--- src/rtl/keypad_entry.sv ---
// keypad_entry: 4x4 keypad scanner with frame-level debounce and HHMM time entry.
// Define KEYPAD_RANGE_CHECK_EN to reject an entry whose hour > 23 or minute > 59.
module keypad_entry #(
   parameter int unsigned SCAN_DIV = 50000,
   parameter int unsigned DEBOUNCE = 4
) (
   input  logic        clk,
   input  logic        clr,
   output logic [3:0]  row,
   input  logic [3:0]  col,
   output logic [3:0]  key_code,
   output logic        key_valid,
   output logic [15:0] entry_bcd,
   output logic [2:0]  entry_cnt,
   output logic [7:0]  set_hour,
   output logic [7:0]  set_minute,
   output logic        set_load,
   output logic        err,
   output logic [1:0]  dbg_state
);
   localparam int unsigned DW = (SCAN_DIV > 1) ? $clog2(SCAN_DIV) : 1;
   localparam int unsigned CW = $clog2(DEBOUNCE + 1);
   localparam logic [3:0] KEY_MAP [16] = '{
      4'h1, 4'h2, 4'h3, 4'hA,
      4'h4, 4'h5, 4'h6, 4'hB,
      4'h7, 4'h8, 4'h9, 4'hC,
      4'hE, 4'h0, 4'hF, 4'hD};

   typedef enum logic [1:0] {IDLE, PRESS_CHK, HELD, REL_CHK} state_t;

   logic [DW-1:0] div_q, div_d;
   logic [1:0]    row_idx_q, row_idx_d;
   logic [3:0]    col_s1_q, col_s2_q;
   logic [1:0]    hit_n_q, hit_n_d;
   logic [3:0]    hit_key_q, hit_key_d;
   state_t        state_q, state_d;
   logic [CW-1:0] cnt_q, cnt_d;
   logic [3:0]    cand_q, cand_d;
   logic          key_valid_q;
   logic [3:0]    key_code_q;
   logic [15:0]   entry_bcd_q, entry_bcd_d;
   logic [2:0]    entry_cnt_q, entry_cnt_d;
   logic [7:0]    set_hour_q, set_hour_d, set_minute_q, set_minute_d;
   logic          set_load_q, set_load_d, err_q, err_d;

   logic          slot_end, frame_end, fr_hit, fr_none, reach, accept, entry_ok;
   logic [3:0]    hits, fr_key;
   logic [2:0]    slot_n, tot;
   logic [1:0]    col_idx;
   logic [31:0]   cnt_inc;
   logic [7:0]    hour_bin, min_bin;

   // Scan timing: one row per SCAN_DIV cycles, frame ends on the last cycle of row 3.
   assign slot_end  = (div_q == DW'(SCAN_DIV - 1));
   assign frame_end = slot_end && (row_idx_q == 2'd3);
   assign row       = ~(4'b0001 << row_idx_q);
   assign hits      = ~col_s2_q;

   always_comb begin
      div_d     = slot_end ? '0 : div_q + DW'(1);
      row_idx_d = slot_end ? row_idx_q + 2'd1 : row_idx_q;
      slot_n    = 3'(hits[0]) + 3'(hits[1]) + 3'(hits[2]) + 3'(hits[3]);
      col_idx   = 2'd0;
      for (int c = 0; c < 4; c++) begin
         if (hits[c]) col_idx = 2'(c);
      end
      tot       = {1'b0, hit_n_q} + slot_n;
      fr_key    = (slot_n == 3'd1) ? KEY_MAP[{row_idx_q, col_idx}] : hit_key_q;
      fr_hit    = frame_end && (tot == 3'd1);
      fr_none   = frame_end && (tot != 3'd1);
      hit_n_d   = hit_n_q;
      hit_key_d = hit_key_q;
      if (frame_end) begin
         hit_n_d   = 2'd0;
         hit_key_d = 4'd0;
      end else if (slot_end) begin
         hit_n_d   = (tot >= 3'd2) ? 2'd2 : tot[1:0];
         hit_key_d = fr_key;
      end
   end

   assign cnt_inc = 32'(cnt_q) + 32'd1;
   assign reach   = (cnt_inc >= DEBOUNCE);

   always_ff @(posedge clk or posedge clr) begin
      if (clr) state_q <= IDLE;
      else     state_q <= state_d;
   end

   always_comb begin
      state_d = state_q;
      cnt_d   = cnt_q;
      cand_d  = cand_q;
      case (state_q)
         IDLE: if (fr_hit) begin
            cand_d  = fr_key;
            cnt_d   = CW'(1);
            state_d = (DEBOUNCE <= 1) ? HELD : PRESS_CHK;
         end
         PRESS_CHK: if (fr_hit && fr_key == cand_q) begin
            if (reach) state_d = HELD;
            else       cnt_d   = CW'(cnt_inc);
         end else if (frame_end) begin
            state_d = IDLE;
         end
         HELD: if (fr_none) begin
            cnt_d   = CW'(1);
            state_d = (DEBOUNCE <= 1) ? IDLE : REL_CHK;
         end
         REL_CHK: if (fr_hit) begin
            state_d = HELD;
         end else if (fr_none) begin
            if (reach) state_d = IDLE;
            else       cnt_d   = CW'(cnt_inc);
         end
         default: state_d = IDLE;
      endcase
   end

   always_comb begin
      accept    = fr_hit && (((state_q == IDLE) && (DEBOUNCE <= 1)) ||
                             ((state_q == PRESS_CHK) && (fr_key == cand_q) && reach));
      dbg_state = state_q;
   end

   // Time entry acts one cycle after the key_valid pulse, digits read HHMM.
   assign hour_bin = 8'(entry_bcd_q[15:12]) * 8'd10 + 8'(entry_bcd_q[11:8]);
   assign min_bin  = 8'(entry_bcd_q[7:4]) * 8'd10 + 8'(entry_bcd_q[3:0]);
`ifdef KEYPAD_RANGE_CHECK_EN
   assign entry_ok = (hour_bin <= 8'd23) && (min_bin <= 8'd59);
`else
   assign entry_ok = 1'b1;
`endif

   always_comb begin
      entry_bcd_d  = entry_bcd_q;
      entry_cnt_d  = entry_cnt_q;
      set_hour_d   = set_hour_q;
      set_minute_d = set_minute_q;
      set_load_d   = 1'b0;
      err_d        = 1'b0;
      if (key_valid_q) begin
         if (key_code_q <= 4'd9) begin
            if (entry_cnt_q != 3'd4) begin
               entry_bcd_d = {entry_bcd_q[11:0], key_code_q};
               entry_cnt_d = entry_cnt_q + 3'd1;
            end
         end else if (key_code_q == 4'hE || key_code_q == 4'hF) begin
            entry_bcd_d = 16'd0;
            entry_cnt_d = 3'd0;
            if (key_code_q == 4'hF) begin
               if (entry_cnt_q == 3'd4 && entry_ok) begin
                  set_hour_d   = hour_bin;
                  set_minute_d = min_bin;
                  set_load_d   = 1'b1;
               end else begin
                  err_d = 1'b1;
               end
            end
         end
      end
   end

   always_ff @(posedge clk or posedge clr) begin
      if (clr) begin
         div_q        <= '0;
         row_idx_q    <= 2'd0;
         col_s1_q     <= 4'd0;
         col_s2_q     <= 4'd0;
         hit_n_q      <= 2'd0;
         hit_key_q    <= 4'd0;
         cnt_q        <= '0;
         cand_q       <= 4'd0;
         key_valid_q  <= 1'b0;
         key_code_q   <= 4'd0;
         entry_bcd_q  <= 16'd0;
         entry_cnt_q  <= 3'd0;
         set_hour_q   <= 8'd0;
         set_minute_q <= 8'd0;
         set_load_q   <= 1'b0;
         err_q        <= 1'b0;
      end else begin
         div_q        <= div_d;
         row_idx_q    <= row_idx_d;
         col_s1_q     <= col;
         col_s2_q     <= col_s1_q;
         hit_n_q      <= hit_n_d;
         hit_key_q    <= hit_key_d;
         cnt_q        <= cnt_d;
         cand_q       <= cand_d;
         key_valid_q  <= accept;
         if (accept) key_code_q <= fr_key;
         entry_bcd_q  <= entry_bcd_d;
         entry_cnt_q  <= entry_cnt_d;
         set_hour_q   <= set_hour_d;
         set_minute_q <= set_minute_d;
         set_load_q   <= set_load_d;
         err_q        <= err_d;
      end
   end

   assign key_code   = key_code_q;
   assign key_valid  = key_valid_q;
   assign entry_bcd  = entry_bcd_q;
   assign entry_cnt  = entry_cnt_q;
   assign set_hour   = set_hour_q;
   assign set_minute = set_minute_q;
   assign set_load   = set_load_q;
   assign err        = err_q;
endmodule
--- config.mk ---
export PLATFORM = sky130hd
export DESIGN_NAME = keypad_entry
export DESIGN_NICKNAME = d
export VERILOG_FILES = /design/src/rtl/keypad_entry.sv
export SDC_FILE = /design/constraint.sdc
export NUM_CORES = 1
export LEC_CHECK = 0
export BUFFER_PORTS_ARGS = -buffer_cell sky130_fd_sc_hd__buf_2
export CAP_MARGIN = 20
export CORE_MARGIN = 4
export CORE_UTILIZATION = 58
export CTS_CLUSTER_SIZE = 24
export DETAILED_ROUTE_END_ITERATION = 8
export GPL_TIMING_DRIVEN = 0
export PLACE_DENSITY_LB_ADDON = 0.08
export SLEW_MARGIN = 10
export SYNTH_ARGS = -nofsm -noshare
export SYNTH_HDL_FRONTEND = slang
export SYNTH_SLANG_ARGS = --single-unit
--- constraint.sdc ---
create_clock -name clk -period 3.9 [get_ports clk]
set_clock_uncertainty 0.1 [all_clocks]
set_input_delay 0 -clock clk [delete_from_list [all_inputs] [get_ports clk]]
set_output_delay 0 -clock clk [all_outputs]
set_load 0.02 [all_outputs]
==> impl_metrics.toml <==
[cells_and_area]
n_fill_cell = 569
area_growth_pct = 17.08
antenna_cells = 0
multi_input_area_sq_um = 2200
regArea_sq_um = 2078
final_layout_size_suffix_gt1_frac = 0.1876
instances_no_fill = 600
finalNetCount = 538

[global_route]
grt_pass1_vias = 3233
use_met2 = 0.3592
grt_max_degree = 66
overflow = 0
grt_pass1_wl_microns = 14730
grt.met1_usage = 0.2534
grt.met3_usage = 0.02762
antenna_found_initial = 0
grt_usage = 0.2066
busiest_layer = "met2"

[power_and_ir_drop]
leakage_nw = 2.564
seqPwrFrac = 0.513
p_int_mw = 1.306
p_per_area_nw_per_um2 = 328.0
p_switching_uw = 385.4
p_clk_frac = 0.421
ir_drop_mv = 0.2229
swShare = 0.2279
p_comb_frac = 0.067

[setup_path]
worstSetupStartpoint = "col_s2_q[3]$_DFF_PP0_"
r2r_start = "col_s2_q[3]$_DFF_PP0_"
cp_max_fo = 7
reg2regPathDepth = 12
cp.arrival_ps = 3850
timing.rr.end = "cnt_q[0]$_DFFE_PP0P_"
cp.required_ps = 4040
crit_path_end_kind = "register"
startpoint_type = "register"
path_class = "register to register"
cp-endpoint = "cnt_q[0]$_DFFE_PP0P_"
reg2reg_setup_slack_ps = 200

[yosys]
syn_nets = 466
ys_ff_latch = 83
netlist_instances = 424
avgSynthCellArea_sq_um = 10.38
netlist_area_sq_um = 4403
synth.distinct_cells = 52
yosys_warnings = 0
synthTopCellsByArea = "dfrtp_1 47%, ha_1 8.5%, nand2_1 4.6%"
ys_seq_area_frac = 0.4717
synth_top_area_cell = "dfrtp_1"
yosys.area.top_type_share = 0.4717

[floorplanning]
die_h_microns = 95.13
initial_core_util = 0.6006
die_area_sq_um = 9050
coreArea_sq_um = 7331
rows = 31
num_io_pins = 54
fp.dieW_microns = 95.13

[drt]
firstDrtPassIters = 4
vias = 3233
totalWireLength_microns = 8526
dr.first_iter.drc_count = 100
drc_errors = 0
via_per_inst = 5.388
wl_per_cell_microns = 14.21
antenna_left = 0

[clocking]
htreeDepth = 3
cts_root_buf = "clkbuf_8"
path_clk_slew_ps = 90
cts_inserted_buffers = 9
cts_tree = "built"
clock_path_buffers = 2
clock_sinks = 83
clk_latency_ps = 350

[timing]
min_period_over_period = 0.9498
hold_viol_final = 0
report.final.slew_viol_count = 0
hold_ws_ps = 29.64
fmax_mhz = 270.0
slew-limit-headroom = 0.6123
worst_pin_slew_ps = 577.1
rsz0062_at_grt = "no"
setup_tns_ps = 0
min_period_ps = 3704
setup_violations = 0

[placed_design]
place_congestion = 0.8196
placedCellCount = 577
port_buffers = 53
dp_hpwl_microns = 6359

[run_status]
outcome = "completed"

[worst_hold_path]
hold_path.class = "primary input to async pin"

[job]
maxCapViolCount = 0
area by class of cell:
cell class / count / area share
clock inverters: 5 / 0.01626
plain buffers: 13 / 0.01165
well taps: 99 / 0.02403
clock buffers: 11 / 0.02937
inverters: 26 / 0.01942
multi-input cells: 302 / 0.4267
flip-flops and latches: 83 / 0.4032
repair buffers: 61 / 0.06942
registers in the layout (all words and copies together), names as in the netlist, 3 cells and up:
signal,flops
cand_q,4
cnt_q,3
col_s1_q,4
col_s2_q,4
div_q,16
entry_bcd,16
entry_cnt,3
hit_key_q,4
key_code,4
set_hour,8
set_minute,8
metal layers:
metal,routed length [microns],part of all wire
met1,3770,0.44
met2,4269,0.50
met3,322,0.038
met4,164,0.019
met5,0,0
placed cells by master (no fill, tap or decap), types with 10 or more instances in the layout:
master     n
a21oi_1   13
a22o_1    15
buf_2     53
clkbuf_8  11
dfrtp_1   82
ha_1      29
inv_1     21
nand2_1   54
nand3_1   15
nor2_1    26
o21ai_0   10
o21ai_1   18
xnor2_1   11
xor2_1    22
cell families after synthesis:
| family | after synthesis | synth area share |
|---|---|---|
| flip-flops | 83 | 0.4717 |
| buffers and inverters | 39 | 0.03580 |
| multiplexers | 9 | 0.02131 |
| AND/OR/NAND/NOR | 142 | 0.1705 |
| adder cells (fa/ha/maj) | 36 | 0.1125 |
| XOR/XNOR | 33 | 0.06564 |
| AO/OA/AOI/OAI | 82 | 0.1225 |
power groups by stage:
stage	logic, mW	registers (mW)	clock network, mW
6_report	0.113	0.867	0.711
5_1_grt	0.127	0.867	0.770
4_1_cts	0.104	0.867	0.728
3_5_place_dp	0.0999	0.884	0
3_3_place_gp	0.0934	0.884	0
2_1_floorplan	0.0735	0.883	0
metrics by stage:
| step | total power, mW | util | instance area [sq um] | worst slack, ps |
|---|---|---|---|---|
| 3_3_place_gp | 0.9771 | 0.6537 | 4792 | 120.6 |
| 6_report | 1.691 | 0.7032 | 5155 | 195.7 |
| 5_1_grt | 1.765 | 0.7032 | 5155 | 6.007 |
| 3_5_place_dp | 0.9837 | 0.6578 | 4822 | 97.05 |
| 4_1_cts | 1.699 | 0.6967 | 5107 | 27.26 |
| 2_1_floorplan | 0.9567 | - | 4403 | 352.0 |
worst min path at each step:
stage,endpoint,slack (ps),depth (start not counted)
finish,col_s1_q[3]$_DFF_PP0_,30,3
global route,col_s1_q[3]$_DFF_PP0_,40,3
floorplan,col_s1_q[0]$_DFF_PP0_,-70,0
global placement,col_s1_q[1]$_DFF_PP0_,7,1
detailed placement,col_s2_q[3]$_DFF_PP0_,-140,2
CTS,col_s2_q[3]$_DFF_PP0_,20,3
cell usage after synthesis, drive strengths merged:
cell type / instances
dfrtp: 83
nand2: 54
ha: 30
o21ai: 28
nor2: 27
inv: 26
xor2: 22
a21oi: 15
a22o: 15
nand3: 15
xnor2: 11
clkbuf: 9
and3: 8
fa: 6
mux2i: 6
nor2b: 6
o211ai: 6
and2: 5
nor3: 5
buf: 4
nand2b: 4
nor3b: 4
o31ai: 4
mux2: 3
a21o: 2
a31oi: 2
nand3b: 2
nand4: 2
nand4bb: 2
nor4b: 2
o2111ai: 2
o21a: 2
o22ai: 2
a32oi: 1
and4: 1
and4bb: 1
nor4: 1
o2111a: 1
o22a: 1
o32a: 1
or3b: 1
or4: 1
or4b: 1
critical path, cell delays in order, from the launching register on:
cell and delay [ps]:
dfrtp_2 460, fa_1 490, inv_1 50, ha_1 310
ha_1 210, fa_1 380, xor2_1 210, nor3b_4 330
nand3b_1 140, mux2i_2 250, o2111ai_4 200, nor2b_4 170
o32a_1 310
what timing repair did:
item	4_1_cts	5_1_grt
resized for setup	0	7
hold buffers	5	0
setup endpoints to repair	0	6
endpoints found under the hold margin	87	0
setup buffers	0	2
No activity file was read; power rests on OpenSTA's default activity.
